<file path="src/rtl/xnor_correlator.sv">
// Serial XNOR correlator. Bits shift into a WIDTH-bit window that is scored against a latched pattern.
// The block flags threshold hits and keeps a saturating count of them.
module xnor_correlator #(
  parameter int WIDTH  = 8,
  parameter int THRESH = WIDTH,
  parameter int CW     = 8
) (
  input  logic                           clk,
  input  logic                           rst_n,
  input  logic                           din,
  input  logic                           din_valid,
  input  logic                           load,
  input  logic [WIDTH-1:0]               pattern,
  input  logic                           clear,
  output logic [$clog2(WIDTH+1)-1:0]     score,
  output logic                           score_valid,
  output logic                           hit,
  output logic [CW-1:0]                  hit_count
);
  localparam int SW = $clog2(WIDTH+1);
  localparam logic [SW-1:0] THR  = SW'(THRESH);
  localparam logic [SW-1:0] FULL = SW'(WIDTH);

  typedef enum logic {FILL, RUN} state_t;
  state_t state;

  logic [WIDTH-1:0] pat_r, win, win_next, xn;
  logic [SW-1:0]    fill, fill_next, agree;
  logic             sv_next;

  always_comb begin
    win_next = {win[WIDTH-2:0], din};
    xn       = ~(win_next ^ pat_r);
    agree    = '0;
    for (int i = 0; i < WIDTH; i++) agree = agree + {{(SW-1){1'b0}}, xn[i]};
    fill_next = (state == RUN) ? FULL : fill + 1'b1;
    sv_next   = (fill_next == FULL);
  end

  // load outranks din_valid: a bit presented with load is dropped
  always_ff @(posedge clk or negedge rst_n) begin
    if (!rst_n) begin
      pat_r       <= '0;
      win         <= '0;
      fill        <= '0;
      state       <= FILL;
      score       <= '0;
      score_valid <= 1'b0;
      hit         <= 1'b0;
    end else if (load) begin
      pat_r       <= pattern;
      win         <= '0;
      fill        <= '0;
      state       <= FILL;
      score       <= '0;
      score_valid <= 1'b0;
      hit         <= 1'b0;
    end else if (din_valid) begin
      win         <= win_next;
      fill        <= fill_next;
      score       <= agree;
      score_valid <= sv_next;
      hit         <= sv_next && (agree >= THR);
      if (state == FILL && sv_next) state <= RUN;
    end else begin
      hit <= 1'b0;
    end
  end

  always_ff @(posedge clk or negedge rst_n) begin
    if (!rst_n)                          hit_count <= '0;
    else if (clear)                      hit_count <= '0;
    else if (hit && hit_count != '1)     hit_count <= hit_count + 1'b1;
  end
endmodule
</file>
<file path="config.mk">
export PLATFORM = sky130hd
export DESIGN_NAME = xnor_correlator
export DESIGN_NICKNAME = d
export VERILOG_FILES = /design/src/rtl/xnor_correlator.sv
export SDC_FILE = /design/constraint.sdc
export NUM_CORES = 1
export LEC_CHECK = 0
export CORE_UTILIZATION = 56
export DETAILED_ROUTE_END_ITERATION = 10
export PLACE_DENSITY_LB_ADDON = 0.2
export REMOVE_ABC_BUFFERS = 1
export SLEW_MARGIN = 5
export SYNTH_ARGS = -nofsm -noshare
export SYNTH_HDL_FRONTEND = slang
export SYNTH_SLANG_ARGS = --single-unit
</file>
<file path="constraint.sdc">
create_clock -name clk -period 5.59 [get_ports clk]
set_input_delay 1.3975 -clock clk [delete_from_list [all_inputs] [get_ports clk]]
set_output_delay 1.3975 -clock clk [all_outputs]
set_load 0.01 [all_outputs]
</file>
==> results of run 1 <==
[worst max-delay path: cells and delay by family]
family | cells | cell delay, ns
fa+ha+maj | 5 | 2.01
buf+inv | 2 | 0.56
xor+xnor | 2 | 0.35
compound gates | 1 | 0.22
[cell families after synthesis]
kind of cell / after synthesis / synth area share (%)
adder cells (fa/ha/maj): 9 / 8.29
buffers and inverters: 10 / 2.98
multiplexers: 18 / 11.0
AO/OA/AOI/OAI: 23 / 8.50
flip-flops: 34 / 49.4
AND/OR/NAND/NOR: 45 / 13.2
XOR/XNOR: 13 / 6.61
[per-stage QoR]
stage               setup slack [ns]  hold WS [ns]  instance area (sq um)  power, mW
floorplan                       1.53         0.501                   1690      0.368
finish                          1.29         0.502                   2060      0.564
detailed placement             0.916         0.486                   2000      0.430
CTS                             1.28         0.509                   2060      0.572
global placement               0.990         0.476                   2000      0.419
global route                    1.12         0.528                   2060      0.597
[cell usage in the layout, fill, tap and decap left out, types with 2 or more instances in the layout]
master	instances
a211oi_1	2
a21oi_1	9
a311oi_1	2
clkbuf_4	5
clkdlybuf4s50_1	27
dfrtp_1	34
fa_1	4
ha_1	5
inv_1	4
mux2_2	8
mux2i_1	10
nand2_1	7
nand3b_1	2
nand4_1	3
nor2_1	20
nor3_1	2
o21ai_1	2
o31ai_1	2
xnor2_1	5
xor2_1	8
[power by group through the flow]
| stage | Sequential (mW) | Clock (mW) | Combinational (mW) |
|---|---|---|---|
| 2_1_floorplan | 0.281 | 0 | 0.0866 |
| 3_3_place_gp | 0.280 | 0 | 0.139 |
| 3_5_place_dp | 0.282 | 0 | 0.148 |
| 4_1_cts | 0.277 | 0.146 | 0.148 |
| 5_1_grt | 0.279 | 0.151 | 0.167 |
| 6_report | 0.277 | 0.141 | 0.145 |
[worst min-delay path by stage]
| stage | from | depth (start not counted) | endpoint | slack, ns |
|---|---|---|---|---|
| final | score[3] | 2 | score[3] | 0.50 |
| after CTS | score[3] | 2 | score[3] | 0.51 |
| after floorplan | pat_r[0] | 1 | pat_r[0] | 0.50 |
| after detailed placement | score[3] | 2 | score[3] | 0.49 |
| after global routing | score[3] | 2 | score[3] | 0.53 |
| after global placement | score_valid | 2 | score_valid | 0.48 |
[registers in the layout, summed over array words and instances, names as in the netlist]
register and count:
hit_count 8, fill 4, pat_r 8, state 1
score 4, hit 1, score_valid 1, win 7
[layer usage]
metal	global-route usage [%]	vias to the layer above	wire length (um)
met5	0	-	0
met3	7.26	9	135
met1	25.8	607	1340
met2	37.4	27	1620
met4	11.8	0	61
li1	-	589	-
[layout make-up]
| type | count | area, sq um |
|---|---|---|
| timing repair buffer | 28 | 278 |
| clock inverter | 1 | 5.00 |
| tap | 31 | 38.8 |
| fill | 222 | 767 |
| multi-input combinational | 108 | 820 |
| sequential | 34 | 851 |
| clock buffer | 7 | 55.1 |
| inverter | 4 | 15.0 |
==> results.md, run 1 <==
- Outcome: complete, but fails checks
- Failing checks: DRC
- Nets: 204
- Total setup buffers inserted after CTS: 0
- Hold WC Path Type: flip-flop to flip-flop
- Critical Path End: score[2]
- Post-synth top area share: 49.4%
- Power density cells: 274 nW/um^2
- Final slew viol count: 0
- Via density: 5.78
- Startpoint types: input pin
- Post-Syn Instances: 152
- Max-slew headroom: 34.0%
- Clock power share: 25.1%
- Unique masters post-synth: 37
- Num Clock Sinks: 34
- Slowest stage delay, CP: 0.50 ns
- Largest net degree at the start of global routing: 35
- Core Util, Final: 72.9%
- Fmax: 232 MHz
- Post-synth top flop: dfrtp_1
- Actual slew at the worst max-slew pin: 0.987 ns
- CP arrival: 4.54 ns
- Skew final: 0.00509 ns
- Detail Route Antenna Nets: 0
- Antenna violations before repair: 0
- Worst reg2reg path startpoint: win[0]
- CTS Buf Count: 5
- Register area share after synthesis: 49.4%
- Core footprint: 2830 sq um
- Avg Cell Area, Syn: 11.3 sq um
- Synthesized flop and latch total: 34
- I/O pin count: 28
- Crit path kind: input pin to flip-flop
- IO Port Bufs: 27
- Via count: 1232
- FF-to-FF End: score[2]
- Mapped cell area: 1720 sq um
- Critical path origin: din
- Largest fanout on the critical path: 2
- CTS tree: built
- Int Pwr: 0.398 mW
- Final worst-path cycle share: 77.0%
- Clock Path Buffers: 2
- Mean routed wirelength per cell: 14.8 um
- DP Wirelength: 2.31 mm
- Crit. End Element: flip-flop
- Max IR drop VDD: 202 uV
- Number of global-route vias before repair: 1281
- Die width: 57.4 um
- Post-CTS sizing: 0
- Critical Path RT: 5.83 ns
- Sw Ratio: 29.4%
- RSZ-0062 raised after global routing: false
- FP Rows: 19
- Seq pwr share: 49.2%
- DR DRC count: 3
- Die Y-Extent: 57.4 um
- Most frequent cell after synthesis: dfrtp_1
- CTS H-tree lvls: 2
- GRT Total Usage: 22.5%
- Max-cap violations: 0
- Critical Path Slowest Stage Cell: clkdlybuf4s50_1
- Ys async rst share: 100%
- Starting density of the core: 60.9%
- Comb pwr share: 25.8%
- Final Instance Count excl. Fillers: 213
- Reg2reg path depth: 9
- Number of synthesized flops with an enable pin: 0
- Fin. Hold Viols: 0
- Cells along the critical path: clkdlybuf4s50_1 -> xor2_1 -> fa_1 -> fa_1 -> inv_1 -> fa_1 -> ha_1 -> fa_1 -> xnor2_1 -> a211oi_1
- Synth top cells by count: dfrtp_1 (34), nor2_1 (20), mux2i_1 (10)
- Dpl cells: 205
- DR iter-0 viols: 48
- Reg2reg setup slack: 2.42 ns
- Drt total wl: 3.16 mm
- # setup viols final: 0
- Largest cells by area after synthesis: dfrtp_1 (49%), mux2i_1 (5.8%), mux2_2 (5.2%)
- Total number of yosys warnings: 0
- Setup TNS: 0 ns
- CTS root buf: clkbuf_4
- Global-route wire length before repair: 5.47 mm
- RePlAce Congestion: 0.793
- Die ar.: 3300 sq um
- Diode count: 0
- Clk slew on worst S/H paths: 0.10 ns
- Psw: 0.166 mW
- # hold bufs at CTS: 0
- Layout cells sized above 1: 11.5%
- Crit path time final: 4.30 ns
- Area growth from synthesis to layout: 19.8%
- Worst-Skew Late Latency: 0.34 ns
- Most Frequent Cell on Critical Path: fa_1
- Drt first pass iters: 7
- Static Leak: 0.947 nW
- Aggregate global routing overflow: 0
- Leading area contributor after synthesis: dfrtp_1
Note: power is estimated with default switching activity, not from simulation.
==> run 2: changes to the inputs <==
Settings changed: CORE_UTILIZATION 56 to 52.
Clock period 5.59 ns to 4.07 ns, I/O delays scaled along.
==> results.md, run 2 (synthesized netlist as in run 1, its figures left out) <==
- Max-slew headroom: 33.2%
- Skew final: 0.00462 ns
- Clock Path Buffers: 2
- Fmax: 254 MHz
- I/O pin count: 28
- Final worst-path cycle share: 96.9%
- Diode count: 0
- Final slew viol count: 0
- CTS H-tree lvls: 2
- Power density cells: 362 nW/um^2
- # fillers: 274
- Largest fanout on the critical path: 2
- Aggregate global routing overflow: 0
- Most Frequent Cell on Critical Path: fa_1
- Hold slack: 0.488 ns
- Hold WC Path Type: flip-flop to flip-flop
- Max-cap violations: 0
- Mean routed wirelength per cell: 13.2 um
- Final Cell Area: 2080 sq um
- Critical path origin: din
- Die Y-Extent: 59.5 um
- GRT Total Usage: 19.1%
- DP Wirelength: 2.16 mm
- Setup TNS: 0 ns
- Via density: 5.38
- Global-route wire length before repair: 4.90 mm
- Antenna violations before repair: 0
- Final worst slack: 0.126 ns
- Nets: 205
- Startpoint types: input pin
- Clk slew on worst S/H paths: 0.10 ns
- CTS tree: built
- Max IR drop VDD: 307 uV
- # hold bufs at CTS: 0
- Slowest stage delay, CP: 0.49 ns
- Most common cell after layout, fill and taps aside: dfrtp_1
- # setup viols final: 0
- DR iter-0 viols: 39
- Total setup buffers inserted after CTS: 0
- Via count: 1216
- CTS Buf Count: 5
- Critical Path Slowest Stage Cell: fa_1
- Core footprint: 3100 sq um
- Worst-Skew Late Latency: 0.32 ns
- Drt total wl: 2.98 mm
- Detail Route Antenna Nets: 0
- Top flop regs: hit_count x8, pat_r x8, win x7
- Core Util, Final: 67.0%
- Die ar.: 3550 sq um
- Cells along the critical path: clkdlybuf4s50_1 -> xor2_2 -> fa_1 -> fa_1 -> inv_1 -> fa_1 -> ha_1 -> fa_1 -> xnor2_1 -> a211oi_1
- Int Pwr: 0.531 mW
- Fin. Hold Viols: 0
- Starting density of the core: 55.5%
- CTS root buf: clkbuf_4
- RePlAce Congestion: 0.821
- Seq pwr share: 50.4%
- Worst reg2reg path startpoint: pat_r[0]
- Number of global-route vias before repair: 1178
- Commonest non-fill, non-tap cells in the layout: dfrtp_1 (34), clkdlybuf4s50_1 (27), nor2_1 (20)
- Num Clock Sinks: 34
- Psw: 0.221 mW
- Worst Min Path Start: score_valid
- Layout cells sized above 1: 11.5%
- Drt first pass iters: 5
- DP Area: 2030 sq um
- Tot Pwr: 0.752 mW
- Static Leak: 0.944 nW
- DR DRC count: 0
- Critical Path RT: 4.28 ns
- CP arrival: 4.16 ns
- Comb pwr share: 27.2%
- IO Port Bufs: 27
- RSZ-0062 raised after global routing: false
- Crit path time final: 3.94 ns
- Crit path kind: input pin to flip-flop
- Final Instance Count excl. Fillers: 226
- Dpl cells: 219
- Largest net degree at the start of global routing: 35
- Outcome: completed
- Sw Ratio: 29.4%
- Die width: 59.5 um
- Area growth from synthesis to layout: 20.7%
- Clock power share: 22.4%
- FP Rows: 20
- Crit. End Element: flip-flop
- DP Worst Slack: -0.229 ns
- Actual slew at the worst max-slew pin: 0.998 ns
## run 2: cell types whose count changed in the layout (fill, tap and decap cells not counted), sizes merged
| cell | before | now |
|---|---|---|
| buf | 1 | 2 |
| clkinv | 1 | 0 |
## run 2: final cells by class
| class | count | area (sq um) | area share [%] |
|---|---|---|---|
| timing repair buffer | 29 | 285 | 13.7 |
| tap | 44 | 55.1 | 2.65 |
| clock buffer | 7 | 45.0 | 2.17 |
| sequential | 34 | 851 | 40.9 |
| multi-input combinational | 108 | 827 | 39.8 |
| inverter | 4 | 15.0 | 0.722 |
## run 2: timing repair
item                       CTS  global route
setup endpoints to repair    0             1
hold endpoints to repair     0             0
resized for setup            0             1
## run 2: critical path, delay by kind of cell
kind	cells	cell delay, ns
adders and majority gates	5	2.09
buffers and inverters	2	0.51
xor gates and xnor gates	2	0.32
AOI/OAI and AO/OA	1	0.21
## run 2: per-layer routing
| layer | vias to the layer above | GRT usage [%] | part of all wire, % |
|---|---|---|---|
| met4 | 0 | 6.31 | 0.64 |
| met1 | 593 | 20.6 | 43 |
| met5 | - | 0 | 0 |
| li1 | 590 | - | - |
| met3 | 2 | 6.55 | 3.7 |
| met2 | 31 | 34.7 | 53 |
## run 2: power by group through the flow
stage	Combinational (mW)	Sequential, mW	Clock (mW)
after global routing	0.233	0.381	0.185
after floorplan	0.119	0.387	0
after global placement	0.193	0.384	0
after detailed placement	0.203	0.385	0
final	0.205	0.379	0.168
after CTS	0.208	0.379	0.174
## run 2: worst paths after layout
| check | to | slack (ns) | depth (start not counted) |
|---|---|---|---|
| hold / removal | score_valid | 0.49 | 2 |
| hold reg to reg | score_valid | 0.49 | 2 |
| setup reg to reg | score[2] | 0.84 | 9 |
| setup / recovery | score[2] | 0.13 | 10 |
| min in group asynchronous | hit_count[2] | 1.09 | 2 |
| max in group asynchronous | fill[1] | 2.67 | 2 |
